**src/rtl/uart_rx_fsm_if.sv**
```systemverilog
// uart_rx_fsm_if
//   Signal bundle between the UART RX sequencer and its surroundings
//   (line input, configuration, per-bit check results, strobes and
//   end-of-frame pulses).
//   Modports:
//     master - the sequencer: reads line/config/check results,
//              drives counters, strobes and pulses.
//     slave  - the environment: drives line/config/check results,
//              observes counters, strobes and pulses.
//   Parameter PRESCALE_W: width of Prescale and edge_cnt.
interface uart_rx_fsm_if #(
  parameter int unsigned PRESCALE_W = 6
);
  logic                  RX_IN;
  logic                  PAR_EN;
  logic [PRESCALE_W-1:0] Prescale;
  logic                  sampled_bit;
  logic                  strt_glitch;
  logic                  par_err;
  logic                  stp_err;
  logic [PRESCALE_W-1:0] edge_cnt;
  logic [3:0]            bit_cnt;
  logic                  data_samp_en;
  logic                  strt_chk_en;
  logic                  deser_en;
  logic                  par_chk_en;
  logic                  stp_chk_en;
  logic                  data_valid;
  logic                  parity_error;
  logic                  framing_error;
  logic                  break_det;

  modport master (
    input  RX_IN, PAR_EN, Prescale, sampled_bit, strt_glitch, par_err, stp_err,
    output edge_cnt, bit_cnt, data_samp_en, strt_chk_en, deser_en, par_chk_en,
           stp_chk_en, data_valid, parity_error, framing_error, break_det
  );

  modport slave (
    output RX_IN, PAR_EN, Prescale, sampled_bit, strt_glitch, par_err, stp_err,
    input  edge_cnt, bit_cnt, data_samp_en, strt_chk_en, deser_en, par_chk_en,
           stp_chk_en, data_valid, parity_error, framing_error, break_det
  );
endinterface

```
**src/rtl/uart_rx_fsm.sv**
```systemverilog
// uart_rx_fsm
//   Receive-side sequencer for the UART RX path. Tracks frame position
//   with an oversample edge counter and a bit counter, issues one-cycle
//   enables to the start checker, deserializer, parity checker and stop
//   checker, and pulses data_valid / parity_error / framing_error in the
//   IDLE cycle that follows the stop check.
//   Ports:
//     CLK  - oversampling clock
//     RST  - asynchronous active-high reset
//     bus  - uart_rx_fsm_if.master (line, config, check results in;
//            edge_cnt, bit_cnt, strobes and pulses out)
//   Parameters: DATA_WIDTH (1..8 data bits), PRESCALE_W (Prescale width).
//   Optional build macro UART_RX_BREAK_DET_EN: all-zero data with a stop
//   error reports break_det instead of framing_error/parity_error.
module uart_rx_fsm #(
  parameter int unsigned DATA_WIDTH = 8,
  parameter int unsigned PRESCALE_W = 6
) (
  input logic           CLK,
  input logic           RST,
  uart_rx_fsm_if.master bus
);

  typedef enum logic [2:0] {
    IDLE,
    START,
    DATA,
    PARITY,
    STOP
  } state_e;

  localparam logic [PRESCALE_W-1:0] MIN_PRESCALE  = PRESCALE_W'(4);
  localparam logic [3:0]            LAST_DATA_BIT = 4'(DATA_WIDTH);

  state_e                state_q, state_d;
  logic [PRESCALE_W-1:0] edge_cnt_q, edge_cnt_d;
  logic [3:0]            bit_cnt_q, bit_cnt_d;
  logic                  par_en_q, par_en_d;
  logic [PRESCALE_W-1:0] prescale_q, prescale_d;
  logic                  par_flag_q, par_flag_d;
  logic                  data_valid_q, data_valid_d;
  logic                  parity_error_q, parity_error_d;
  logic                  framing_error_q, framing_error_d;

  logic                  last_edge;
  logic                  is_break;
  logic                  strt_chk_en;
  logic                  deser_en;
  logic                  par_chk_en;
  logic                  stp_chk_en;

`ifdef UART_RX_BREAK_DET_EN
  logic                  any_one_q, any_one_d;
  logic                  break_det_q, break_det_d;

  // Break: no data bit was ever sampled high and the stop bit failed.
  assign is_break = bus.stp_err && !any_one_q;
`else
  logic                  unused_sampled_bit;

  assign is_break           = 1'b0;
  assign unused_sampled_bit = bus.sampled_bit;
`endif

  assign last_edge = (edge_cnt_q == (prescale_q - PRESCALE_W'(1)));

  always_comb begin
    state_d         = state_q;
    par_en_d        = par_en_q;
    prescale_d      = prescale_q;
    par_flag_d      = par_flag_q;
    data_valid_d    = 1'b0;
    parity_error_d  = 1'b0;
    framing_error_d = 1'b0;
    strt_chk_en     = 1'b0;
    deser_en        = 1'b0;
    par_chk_en      = 1'b0;
    stp_chk_en      = 1'b0;
`ifdef UART_RX_BREAK_DET_EN
    any_one_d       = any_one_q;
    break_det_d     = 1'b0;
`endif

    case (state_q)
      IDLE: begin
        if (!bus.RX_IN) begin
          state_d    = START;
          par_en_d   = bus.PAR_EN;
          prescale_d = (bus.Prescale < MIN_PRESCALE) ? MIN_PRESCALE : bus.Prescale;
          par_flag_d = 1'b0;
`ifdef UART_RX_BREAK_DET_EN
          any_one_d  = 1'b0;
`endif
        end
      end
      START: begin
        if (last_edge) begin
          strt_chk_en = 1'b1;
          state_d     = bus.strt_glitch ? IDLE : DATA;
        end
      end
      DATA: begin
        if (last_edge) begin
          deser_en = 1'b1;
`ifdef UART_RX_BREAK_DET_EN
          any_one_d = any_one_q | bus.sampled_bit;
`endif
          if (bit_cnt_q == LAST_DATA_BIT) begin
            state_d = par_en_q ? PARITY : STOP;
          end
        end
      end
      PARITY: begin
        if (last_edge) begin
          par_chk_en = 1'b1;
          par_flag_d = par_flag_q | bus.par_err;
          state_d    = STOP;
        end
      end
      STOP: begin
        if (last_edge) begin
          stp_chk_en      = 1'b1;
          state_d         = IDLE;
          data_valid_d    = !par_flag_q && !bus.stp_err;
          parity_error_d  = par_flag_q && !is_break;
          framing_error_d = bus.stp_err && !is_break;
`ifdef UART_RX_BREAK_DET_EN
          break_det_d     = is_break;
`endif
        end
      end
      default: state_d = IDLE;
    endcase

    // Counters are held at zero in IDLE and cleared on the way back to it,
    // so the first START cycle always sees edge_cnt=0, bit_cnt=0.
    if (state_q == IDLE || state_d == IDLE) begin
      edge_cnt_d = '0;
      bit_cnt_d  = '0;
    end else if (last_edge) begin
      edge_cnt_d = '0;
      bit_cnt_d  = bit_cnt_q + 4'd1;
    end else begin
      edge_cnt_d = edge_cnt_q + PRESCALE_W'(1);
      bit_cnt_d  = bit_cnt_q;
    end
  end

  always_ff @(posedge CLK or posedge RST) begin
    if (RST) begin
      state_q         <= IDLE;
      edge_cnt_q      <= '0;
      bit_cnt_q       <= '0;
      par_en_q        <= 1'b0;
      prescale_q      <= '0;
      par_flag_q      <= 1'b0;
      data_valid_q    <= 1'b0;
      parity_error_q  <= 1'b0;
      framing_error_q <= 1'b0;
    end else begin
      state_q         <= state_d;
      edge_cnt_q      <= edge_cnt_d;
      bit_cnt_q       <= bit_cnt_d;
      par_en_q        <= par_en_d;
      prescale_q      <= prescale_d;
      par_flag_q      <= par_flag_d;
      data_valid_q    <= data_valid_d;
      parity_error_q  <= parity_error_d;
      framing_error_q <= framing_error_d;
    end
  end

`ifdef UART_RX_BREAK_DET_EN
  always_ff @(posedge CLK or posedge RST) begin
    if (RST) begin
      any_one_q   <= 1'b0;
      break_det_q <= 1'b0;
    end else begin
      any_one_q   <= any_one_d;
      break_det_q <= break_det_d;
    end
  end

  assign bus.break_det = break_det_q;
`else
  assign bus.break_det = 1'b0;
`endif

  assign bus.edge_cnt      = edge_cnt_q;
  assign bus.bit_cnt       = bit_cnt_q;
  assign bus.data_samp_en  = (state_q != IDLE);
  assign bus.strt_chk_en   = strt_chk_en;
  assign bus.deser_en      = deser_en;
  assign bus.par_chk_en    = par_chk_en;
  assign bus.stp_chk_en    = stp_chk_en;
  assign bus.data_valid    = data_valid_q;
  assign bus.parity_error  = parity_error_q;
  assign bus.framing_error = framing_error_q;

endmodule

```
**src/flat_wrapper.sv**
```systemverilog
// flat-port wrapper written by rule: the top's interface ports become plain ports
module uart_rx_fsm_flat 
#(
  parameter int unsigned DATA_WIDTH = 8,
  parameter int unsigned PRESCALE_W = 6
)
  (CLK, RST, bus_RX_IN, bus_PAR_EN, bus_Prescale, bus_sampled_bit, bus_strt_glitch, bus_par_err, bus_stp_err, bus_edge_cnt, bus_bit_cnt, bus_data_samp_en, bus_strt_chk_en, bus_deser_en, bus_par_chk_en, bus_stp_chk_en, bus_data_valid, bus_parity_error, bus_framing_error, bus_break_det);
  uart_rx_fsm_if #(.PRESCALE_W(PRESCALE_W)) bus_i ();
  input logic CLK;
  input logic RST;
  input wire logic [$bits(bus_i.RX_IN)-1:0] bus_RX_IN;
  input wire logic [$bits(bus_i.PAR_EN)-1:0] bus_PAR_EN;
  input wire logic [$bits(bus_i.Prescale)-1:0] bus_Prescale;
  input wire logic [$bits(bus_i.sampled_bit)-1:0] bus_sampled_bit;
  input wire logic [$bits(bus_i.strt_glitch)-1:0] bus_strt_glitch;
  input wire logic [$bits(bus_i.par_err)-1:0] bus_par_err;
  input wire logic [$bits(bus_i.stp_err)-1:0] bus_stp_err;
  output wire logic [$bits(bus_i.edge_cnt)-1:0] bus_edge_cnt;
  output wire logic [$bits(bus_i.bit_cnt)-1:0] bus_bit_cnt;
  output wire logic [$bits(bus_i.data_samp_en)-1:0] bus_data_samp_en;
  output wire logic [$bits(bus_i.strt_chk_en)-1:0] bus_strt_chk_en;
  output wire logic [$bits(bus_i.deser_en)-1:0] bus_deser_en;
  output wire logic [$bits(bus_i.par_chk_en)-1:0] bus_par_chk_en;
  output wire logic [$bits(bus_i.stp_chk_en)-1:0] bus_stp_chk_en;
  output wire logic [$bits(bus_i.data_valid)-1:0] bus_data_valid;
  output wire logic [$bits(bus_i.parity_error)-1:0] bus_parity_error;
  output wire logic [$bits(bus_i.framing_error)-1:0] bus_framing_error;
  output wire logic [$bits(bus_i.break_det)-1:0] bus_break_det;
  assign bus_i.RX_IN = bus_RX_IN;
  assign bus_i.PAR_EN = bus_PAR_EN;
  assign bus_i.Prescale = bus_Prescale;
  assign bus_i.sampled_bit = bus_sampled_bit;
  assign bus_i.strt_glitch = bus_strt_glitch;
  assign bus_i.par_err = bus_par_err;
  assign bus_i.stp_err = bus_stp_err;
  assign bus_edge_cnt = bus_i.edge_cnt;
  assign bus_bit_cnt = bus_i.bit_cnt;
  assign bus_data_samp_en = bus_i.data_samp_en;
  assign bus_strt_chk_en = bus_i.strt_chk_en;
  assign bus_deser_en = bus_i.deser_en;
  assign bus_par_chk_en = bus_i.par_chk_en;
  assign bus_stp_chk_en = bus_i.stp_chk_en;
  assign bus_data_valid = bus_i.data_valid;
  assign bus_parity_error = bus_i.parity_error;
  assign bus_framing_error = bus_i.framing_error;
  assign bus_break_det = bus_i.break_det;
  uart_rx_fsm #(.DATA_WIDTH(DATA_WIDTH), .PRESCALE_W(PRESCALE_W)) u_core (.CLK(CLK), .RST(RST), .bus(bus_i));
endmodule
```
**config.mk**
```make
export PLATFORM = sky130hd
export DESIGN_NAME = uart_rx_fsm_flat
export DESIGN_NICKNAME = d
export VERILOG_FILES = /design/src/rtl/uart_rx_fsm_if.sv /design/src/rtl/uart_rx_fsm.sv /design/src/flat_wrapper.sv
export SDC_FILE = /design/constraint.sdc
export NUM_CORES = 1
export LEC_CHECK = 0
export ABC_AREA = 1
export CORE_UTILIZATION = 45
export DETAILED_ROUTE_END_ITERATION = 10
export PLACE_DENSITY = 0.72
export SLEW_MARGIN = 10
export SYNTH_ARGS = -nofsm -noshare
export SYNTH_HDL_FRONTEND = slang
export SYNTH_SLANG_ARGS = --single-unit
export TNS_END_PERCENT = 20
```
**constraint.sdc**
```tcl
create_clock -name CLK -period 2.13 [get_ports CLK]
set_clock_uncertainty 0.15 [all_clocks]
set_input_delay 0.639 -clock CLK [delete_from_list [all_inputs] [get_ports CLK]]
set_output_delay 0.639 -clock CLK [all_outputs]
set_load 0.01 [all_outputs]
```
# [Word-level counts from Yosys, hierarchy flattened]
# Index checks and enable logic that the tools add are counted.
[word_totals] latch_bits=0 regBits=24 input_bits=14 memories=0 mem_bits_rw=0 word_cells=62 romBits=0
[classes] add_sub_neg=3 mul=0 shifts=0 bitwise_logic=2 n_eq_ne=8 order_cmp=1 div=0 n_reduce_logical=11 mux=28
[op_table] cell="$mux W3" n=7
[op_table] cell="$mux W6" n=3
[op_table] cell="$pmux W3 S5" n=1
[op_table] cell="$mux W1" n=13
[op_table] cell="$mux W4" n=2
[op_table] cell="$add A6 B1 Y6 const B" n=1
[op_table] cell="$eq A3 B2 Y1 const B" n=2
[op_table] cell="$eq A6 B6 Y1" n=1
[op_table] cell="$logic_not A3 Y1" n=2
[op_table] cell="$lt A6 B3 Y1 const B" n=1
[op_table] cell="$sub A6 B1 Y6 const B" n=1
[op_table] cell="$add A4 B1 Y4 const B" n=1
[op_table] cell="$eq A4 B4 Y1 const B" n=1
[op_table] cell="$reduce_bool A2 Y1" n=2
[op_table] cell="$eq A3 B1 Y1 const B" n=1
[op_table] cell="$eq A3 B3 Y1 const B" n=1
[op_table] cell="$reduce_and A3 Y1" n=1
[op_table] cell="$reduce_bool A3 Y1" n=1
[op_table] cell="$logic_not A1 Y1" n=2
[op_table] cell="$mux W2" n=1
[op_table] cell="$ne A2 B1 Y1 const B" n=1
[op_table] cell="$ne A2 B2 Y1 const B" n=1
[op_table] cell="$pmux W1 S2" n=1
[op_table] cell="$reduce_and A2 Y1" n=1
[op_table] cell="4 further kinds" n=4

# [Longest topological paths before layout]
# Gate-level depths: netlist of the first run.
[logic_depth] depth_word=7 ltp_mapped=16

# [Least setup slack after synthesis of the first run]
# Ideal clock, no wire load.
[synth_path] path_kind="flip-flop to output port" from="reg u_core.prescale_q[0]" to="out bus_strt_chk_en" t_arrival_ns=1.662 stages_incl_launch_ff=10 slack_ns=-0.321 path_buffers=0 path_cell_list="dfrtp_1 -> inv_2 -> ha_1 -> nand2_1 -> nand2_1 -> nor2_8 -> nand2_2 -> nor2_4 -> nand3_4 -> nor4_1"
[synth_between] elab_chain_cells=4
[synth_lines] element="from (decl)" line="uart_rx_fsm.sv:39" rtl="logic [PRESCALE_W-1:0] prescale_q, prescale_d;"
[synth_lines] element="from (signal assigned)" line="uart_rx_fsm.sv:165" rtl="prescale_q <= prescale_d;"
[synth_lines] element="$sub A6 B1 Y6" line="uart_rx_fsm.sv:65" rtl="assign last_edge = (edge_cnt_q == (prescale_q - PRESCALE_W'(1)));"
[synth_lines] element="$eq A6 B6 Y1" line="uart_rx_fsm.sv:65"
[synth_lines] element="$mux W1" line="uart_rx_fsm.sv:97" rtl="if (last_edge) begin"
[synth_lines] element="$mux W1" line="uart_rx_fsm.sv:84" rtl="case (state_q)"
[synth_lines] element="to (decl)" line="flat_wrapper.sv:21" rtl="output wire logic [$bits(bus_i.strt_chk_en)-1:0] bus_strt_chk_en;"
# Every way passes these cells.

# [Worst setup path in the final report of the first run]
[layout_path] from="reg u_core.prescale_q[1]" to="out bus_strt_chk_en"
# Same word-level chain as after synthesis.

==> results by group, run 1 <==
Clock tree
  – Worst-skew pair later-pin latency: 0.30 ns
  – CTS sink count: 24
  – CTS buffer count: 3
  – H-tree depth: 1
  – TritonCTS clock tree: built
  – CTS root buf: clkbuf_4
  – CTS max path bufs: 2
  – Clock Pin Slew Worst Setup and Hold Paths: 0.13 ns
  – Hold-fix buffers, CTS: 0

Setup path
  – R2r setup slk: -0.20 ns
  – Reg2reg end: u_core.bus.bit_cnt[3]$_DFFE_PP0P_
  – CP required: 1.34 ns
  – Worst-path maximum fanout: 3
  – WP data arrival: 1.95 ns
  – Worst setup EP type: output pin
  – Reg2Reg Depth: 16
  – R2R Path Start: u_core.prescale_q[1]$_DFFE_PP0P_
  – Startpoint Class: register
  – Critical path class: reg -> out

Layout
  – Commonest non-fill, non-tap cells in the layout: 40 x nand2_1, 35 x buf_4, 24 x inv_1, 24 x dfrtp_1, 17 x clkdlybuf4s50_1
  – Ant diodes: 0
  – Fillers: 261
  – Register area: about 600 um2
  – # nets final: approximately 290
  – Syn-to-layout area delta: 48.3%
  – Leading cell type in the layout, fill and taps excluded: nand2_1
  – Area occupied by multi-input gates: 862 um2
  – Layout cells sized above 1: 36.2%

Floorplan
  – Io pins: 33
  – Die Height: 60.0 um
  – Placeable Area: 3130 um2
  – Starting Density: 48.4%
  – Cell Rows: 20
  – Die area: 3600 um2
  – Die width: around 60 um

GRT
  – Vias in the first global route: 1424
  – Antenna violations before repair: 0
  – First-pass GRT wire length: 6310 um
  – Largest net degree at the start of global routing: 25
  – GRT Overall Usage: between 20% and 30%
  – Grt ovf: 0

Yosys
  – Synth Register Bits: 24
  – Synth Area per Inst: 7.58 um2
  – Count of cell types in the netlist: 27
  – Mapped Cells: 200
  – Sequential area share after synthesis: approximately two fifths
  – Synthesized area: 1520 um2
  – YS warnings: 0
  – Syn Nets: 218

Timing
  – Worst setup margin: -0.611 ns
  – Fmax achieved: 365 MHz
  – Fin crit period: 2.74 ns
  – Unrepaired setup endpoints after global routing: true
  – Final setup vio count: 14
  – Endpoints failing hold: 0
  – Fin. max-slew vios: 0
  – Setup TNS: -4.10 ns
  – Final period util: 129%

Placement
  – Placer congestion estimate: 0.860
  – PortBufs: 30
  – HPWL after DPL: 2870 um
  – Pre-CTS setup slack: -0.624 ns

Run
  – Maxcap violations: 0

Drt
  – Drt first pass iters: 5
  – Iteration-0 DRC Markers: between 100 and 150
  – Routed via count: around 1500
  – Drt drc: 0
  – Vias per cell: 4.85
  – Routed len/inst: 12.0 um
  – Final wirelength: 3740 um
  – Antenna Violating Nets Remaining: 0

Hold path
  – Worst hold stages: 1
  – Hold_sp: u_core.par_flag_q$_DFFE_PP0P_
  – Worst Hold End: u_core.bus.data_valid$_DFF_PP0_
  – Hold Crit Class: reg -> reg

Outcome
  – Failing checks: negative setup slack
  – Status: complete, but fails checks

Pwr
  – Static Leakage: 1.15 nW
  – Power per cell area: 1330 nW/um2
  – VDD IR max: ~0.00054 V
[worst max-delay path by stage]
stage                                  to                        startpoint  slack (ns)  cells past startpoint
after floorplan            bus_stp_chk_en  u_core.prescale_q[0]$_DFFE_PP0P_       -0.11                     12
after global placement    bus_strt_chk_en  u_core.prescale_q[0]$_DFFE_PP0P_       -0.59                     11
after detailed placement   bus_stp_chk_en  u_core.prescale_q[1]$_DFFE_PP0P_       -0.62                     13
after CTS                 bus_strt_chk_en  u_core.prescale_q[1]$_DFFE_PP0P_       -0.64                     12
after global routing      bus_strt_chk_en  u_core.prescale_q[1]$_DFFE_PP0P_       -0.73                     12
final                     bus_strt_chk_en  u_core.prescale_q[1]$_DFFE_PP0P_       -0.61                     12
[worst max-delay path, cell delays in order, from the launching register on]
cell     delay, ns
dfrtp_1       0.38
inv_2         0.05
ha_4          0.27
inv_2         0.03
nand2_2       0.06
nand2_4       0.06
nor2_8        0.10
nand2_2       0.07
nor2_4        0.11
nand3_4       0.10
buf_6         0.14
nor4_4        0.11
buf_2         0.16
[where the power goes]
group / switching (mW) / total [mW] / leakage (nW) / internal [mW]
clock: 0.129 / 0.195 / 0.0138 / 0.0659
combinational: 1.17 / 2.09 / 0.820 / 0.923
sequential: 0.124 / 0.713 / 0.317 / 0.589
[routing by layer]
| layer | global-route usage (%) | vias up | routed length (um) |
|---|---|---|---|
| li1 | - | 761 | - |
| met1 | 32.6 | 726 | 1740 |
| met2 | 40.5 | 25 | 1890 |
| met3 | 2.16 | 2 | 76 |
| met4 | 5.65 | 0 | 25 |
| met5 | 0 | - | 0 |
[kinds of logic after synthesis]
group / Yosys count / synth area share (%)
AND/OR/NAND/NOR: 118 / 40.8
buffers and inverters: 36 / 9.17
flip-flops: 24 / 39.6
AO/OA/AOI/OAI: 13 / 4.54
XOR/XNOR: 4 / 2.31
adder cells (fa/ha/maj): 4 / 3.30
other: 1 / 0.247
[flip-flops by register name, summed over array words and instances (netlist names)]
name                      count
u_core.bus.data_valid         1
u_core.par_en_q               1
u_core.par_flag_q             1
u_core.prescale_q             6
u_core.bus.edge_cnt           6
u_core.state_q                3
u_core.bus.framing_error      1
u_core.bus.bit_cnt            4
u_core.bus.parity_error       1
[final cells by class]
type	count	area share (%)
tap	44	2.45
timing repair buffer	67	25.4
sequential	24	26.7
multi-input combinational	140	38.4
clock buffer	3	1.00
inverter	34	6.01
[what timing repair did]
action / in CTS / in global routing
endpoints found under the hold margin: 0 / 0
pin swaps: 6 / 4
setup buffers: 5 / 1
resized for setup: 41 / 5
endpoints found under the setup margin: 23 / 16
[cells in the mapped netlist, drive strengths merged]
master	count	area, um2
a21oi	2	10.0
and3	1	7.51
buf	1	7.51
clkbuf	1	3.75
conb	1	3.75
dfrtp	24	601
ha	4	50.1
inv	34	128
nand2	55	239
nand3	18	118
nand3b	3	22.5
nand4	6	37.5
nor2	30	166
nor3	3	15.0
nor4	2	12.5
o21ai	11	58.8
xnor2	1	8.76
xor2	3	26.3
[through the flow]
stage / hold slack [ns] / instances / util, % / total power, mW / area, um2
after detailed placement: 0.284 / 303 / 68.3 / 2.59 / 2140
after CTS: 0.301 / 311 / 71.1 / 2.94 / 2220
after global placement: 0.276 / 303 / 68.3 / 2.54 / 2140
final: 0.297 / 312 / 71.8 / 3.00 / 2250
after floorplan: 0.259 / 200 / - / 1.88 / 1560
after global routing: 0.317 / 312 / 71.8 / 3.25 / 2250
No activity file was read; power rests on OpenSTA's default activity.
==> run 2, diff against run 1 <==
--- a/config.mk
+++ b/config.mk
@@ -6,9 +6,10 @@
 export NUM_CORES = 1
 export LEC_CHECK = 0
 export ABC_AREA = 1
+export CAP_MARGIN = 15
 export CORE_UTILIZATION = 45
 export DETAILED_ROUTE_END_ITERATION = 10
-export PLACE_DENSITY = 0.72
+export PLACE_DENSITY = 0.74
 export SLEW_MARGIN = 10
 export SYNTH_ARGS = -nofsm -noshare
 export SYNTH_HDL_FRONTEND = slang
==> run 2 against run 1 <==
Against the previous run:
- the run still ends with negative setup slack left
- sequential power up 0.6%
- sequential cell count stayed put
- clock power rose by 73%
- total power up 14%
- critical endpoint unchanged
- largest power group unchanged
==> results by group, run 2 (same netlist as run 1, synthesis figures left out) <==
Placement
  – Pre-CTS setup slack: -0.623 ns (+0.000657 ns)
  – PortBufs: 30 (unchanged)
  – Inst Count DP: 307 (+1.3%)
  – HPWL after DPL: 2880 um (+0.26%)
  – Placed cell area: 2170 um2 (+1.4%)
  – Placer congestion estimate: 0.860 (about the same)

Layout
  – Fin area: 2410 um2 (+7.2%)
  – Ant diodes: 0 (unchanged)
  – Non-Filler Instances: 322 (+3.2%)
  – Fillers: 224 (-14%)
  – Syn-to-layout area delta: 59.0%
  – Leading cell type in the layout, fill and taps excluded: buf_4
  – # nets final: 297 (+3.1%)
  – Layout cells sized above 1: 39.9% (+3.7 points)
  – Commonest non-fill, non-tap cells in the layout: 42 x buf_4, 40 x nand2_1, 24 x dfrtp_1
  – Area occupied by multi-input gates: 902 um2 (+4.6%)
  – Register area: 601 um2 (unchanged)

Drt
  – Vias per cell: 4.80 (-1.1%)
  – Antenna Violating Nets Remaining: 0 (unchanged)
  – Final wirelength: 3920 um (+4.9%)
  – Drt first pass iters: 4 (-1)
  – Iteration-0 DRC Markers: 81 (-36%)
  – Routed via count: 1545 (+2.0%)
  – Drt drc: 0 (unchanged)
  – Routed len/inst: 12.2 um (+1.7%)

Timing
  – Hold WS: 0.317 ns (+0.0196 ns)
  – Endpoints failing hold: 0 (unchanged)
  – Final setup vio count: 16 (+2)
  – Fmax achieved: 362 MHz (-0.81%)
  – Fin crit period: 2.76 ns (+0.0225 ns)
  – Setup TNS: -4.05 ns (+0.0481 ns)
  – Fin. max-slew vios: 0 (unchanged)
  – Worst setup margin: -0.634 ns (-0.0225 ns)
  – Unrepaired setup endpoints after global routing: true
  – Final period util: 130% (+1.1 points)

Clock tree
  – CTS root buf: clkbuf_4
  – CTS buffer count: 3 (unchanged)
  – CTS max path bufs: 2 (unchanged)
  – Worst-skew pair later-pin latency: 0.32 ns (+0.02 ns)
  – H-tree depth: 1 (unchanged)
  – TritonCTS clock tree: built
  – CTS sink count: 24 (unchanged)
  – Hold-fix buffers, CTS: 0 (unchanged)
  – Clock Pin Slew Worst Setup and Hold Paths: 0.14 ns (about the same)

Setup path
  – Critical Path End: bus_strt_chk_en
  – Critical path buffer and inverter count: 4 (unchanged)
  – Reg2reg end: u_core.bus.bit_cnt[0]$_DFFE_PP0P_
  – Critical path depth in cells: 12 (unchanged)
  – Slowest stage delay, CP: 0.39 ns (about the same)
  – Startpoint Class: register
  – Crit path cell chain: inv_2 > ha_4 > inv_2 > nand2_2 > nand2_4 > nor2_8 > nand2_2 > nor2_4 > nand3_4 > buf_6 > nor4_4 > buf_2
  – R2R Path Start: u_core.prescale_q[0]$_DFFE_PP0P_
  – Critical path origin: u_core.prescale_q[0]$_DFFE_PP0P_
  – CP delay by family, top: simple AND/OR/NAND/NOR gates
  – WP data arrival: 1.97 ns (+0.02 ns)
  – R2r setup slk: -0.15 ns (+0.05 ns)
  – Reg2Reg Depth: 17 (+1)
  – Critical path class: reg -> out
  – Worst-path maximum fanout: 3 (unchanged)
  – CP required: 1.34 ns (about the same)
  – Worst path slowest cell: dfrtp_1
  – Worst setup EP type: output pin

GRT
  – Vias in the first global route: 1445 (+1.5%)
  – Grt ovf: 0 (unchanged)
  – Largest net degree at the start of global routing: 25 (unchanged)
  – Antenna violations before repair: 0 (unchanged)
  – GRT Overall Usage: 24.0% (+0.26 points)
  – First-pass GRT wire length: 6350 um (+0.67%)

Pwr
  – VDD IR max: 0.000632 V (+17%)
  – Power per cell area: 1420 nW/um2 (+6.5%)
  – Static Leakage: 1.25 nW (+9.0%)

Floorplan
  – Die Height: 60.0 um (unchanged)
  – Placeable Area: 3130 um2 (unchanged)
  – Starting Density: 48.4% (unchanged)
  – Io pins: 33 (unchanged)
  – Die area: 3600 um2 (unchanged)
  – Cell Rows: 20 (unchanged)
  – Die width: 60.0 um (unchanged)

Hold path
  – Hold Crit Class: reg -> reg

Outcome
  – Failing checks: negative setup slack
  – Status: complete, but fails checks

Run
  – Maxcap violations: 0 (unchanged)
run 2: cell count changes in the layout (fill, tap and decap cells not counted), sizes merged:
cell / delta
bufinv: +1
dlymetal6s2s: +2
clkdlybuf4s50: -2
buf: +9
inv: -1
clkinv: +1
run 2: worst min path at each step:
stage / from / endpoint / slack (ns) / cells past startpoint
finish: u_core.par_flag_q$_DFFE_PP0P_ / u_core.bus.data_valid$_DFF_PP0_ / 0.32 / 1
global route: u_core.par_flag_q$_DFFE_PP0P_ / u_core.bus.data_valid$_DFF_PP0_ / 0.33 / 1
floorplan: u_core.par_flag_q$_DFFE_PP0P_ / u_core.bus.data_valid$_DFF_PP0_ / 0.26 / 1
detailed placement: u_core.par_flag_q$_DFFE_PP0P_ / u_core.bus.data_valid$_DFF_PP0_ / 0.28 / 1
global placement: u_core.par_flag_q$_DFFE_PP0P_ / u_core.bus.data_valid$_DFF_PP0_ / 0.28 / 1
CTS: u_core.par_flag_q$_DFFE_PP0P_ / u_core.bus.data_valid$_DFF_PP0_ / 0.30 / 1
run 2: cell type report:
type                    instances  area share (%)
inverters                      34            5.82
well taps                      44            2.29
multi-input cells             140            37.5
repair buffers                 76            27.3
clock buffers                   3           0.935
flip-flops and latches         24            24.9
clock inverters                 1            1.25
run 2: stage by stage:
stage	total power, mW	utilization, %
5_1_grt	3.68	77.0
3_5_place_dp	2.63	69.3
3_3_place_gp	2.58	69.3
4_1_cts	3.15	73.2
2_1_floorplan	1.88	-
6_report	3.42	77.0
run 2: what timing repair did:
action,CTS,global route
buffers inserted,6,5
cloned,0,0
setup endpoints to repair,23,20
gates resized for setup,39,19
pin swaps,4,12
run 2: metal layers:
layer | GRT usage (%) | wire length [um]
met4 | 7.97 | 27
met3 | 1.95 | 89
met1 | 34.0 | 1860
met5 | 0 | 0
met2 | 38.9 | 1950
run 2: power breakdown:
group	switching (mW)	total, mW	internal (mW)
Sequential	0.128	0.717	0.589
Clock	0.147	0.338	0.190
Combinational	1.27	2.37	1.09
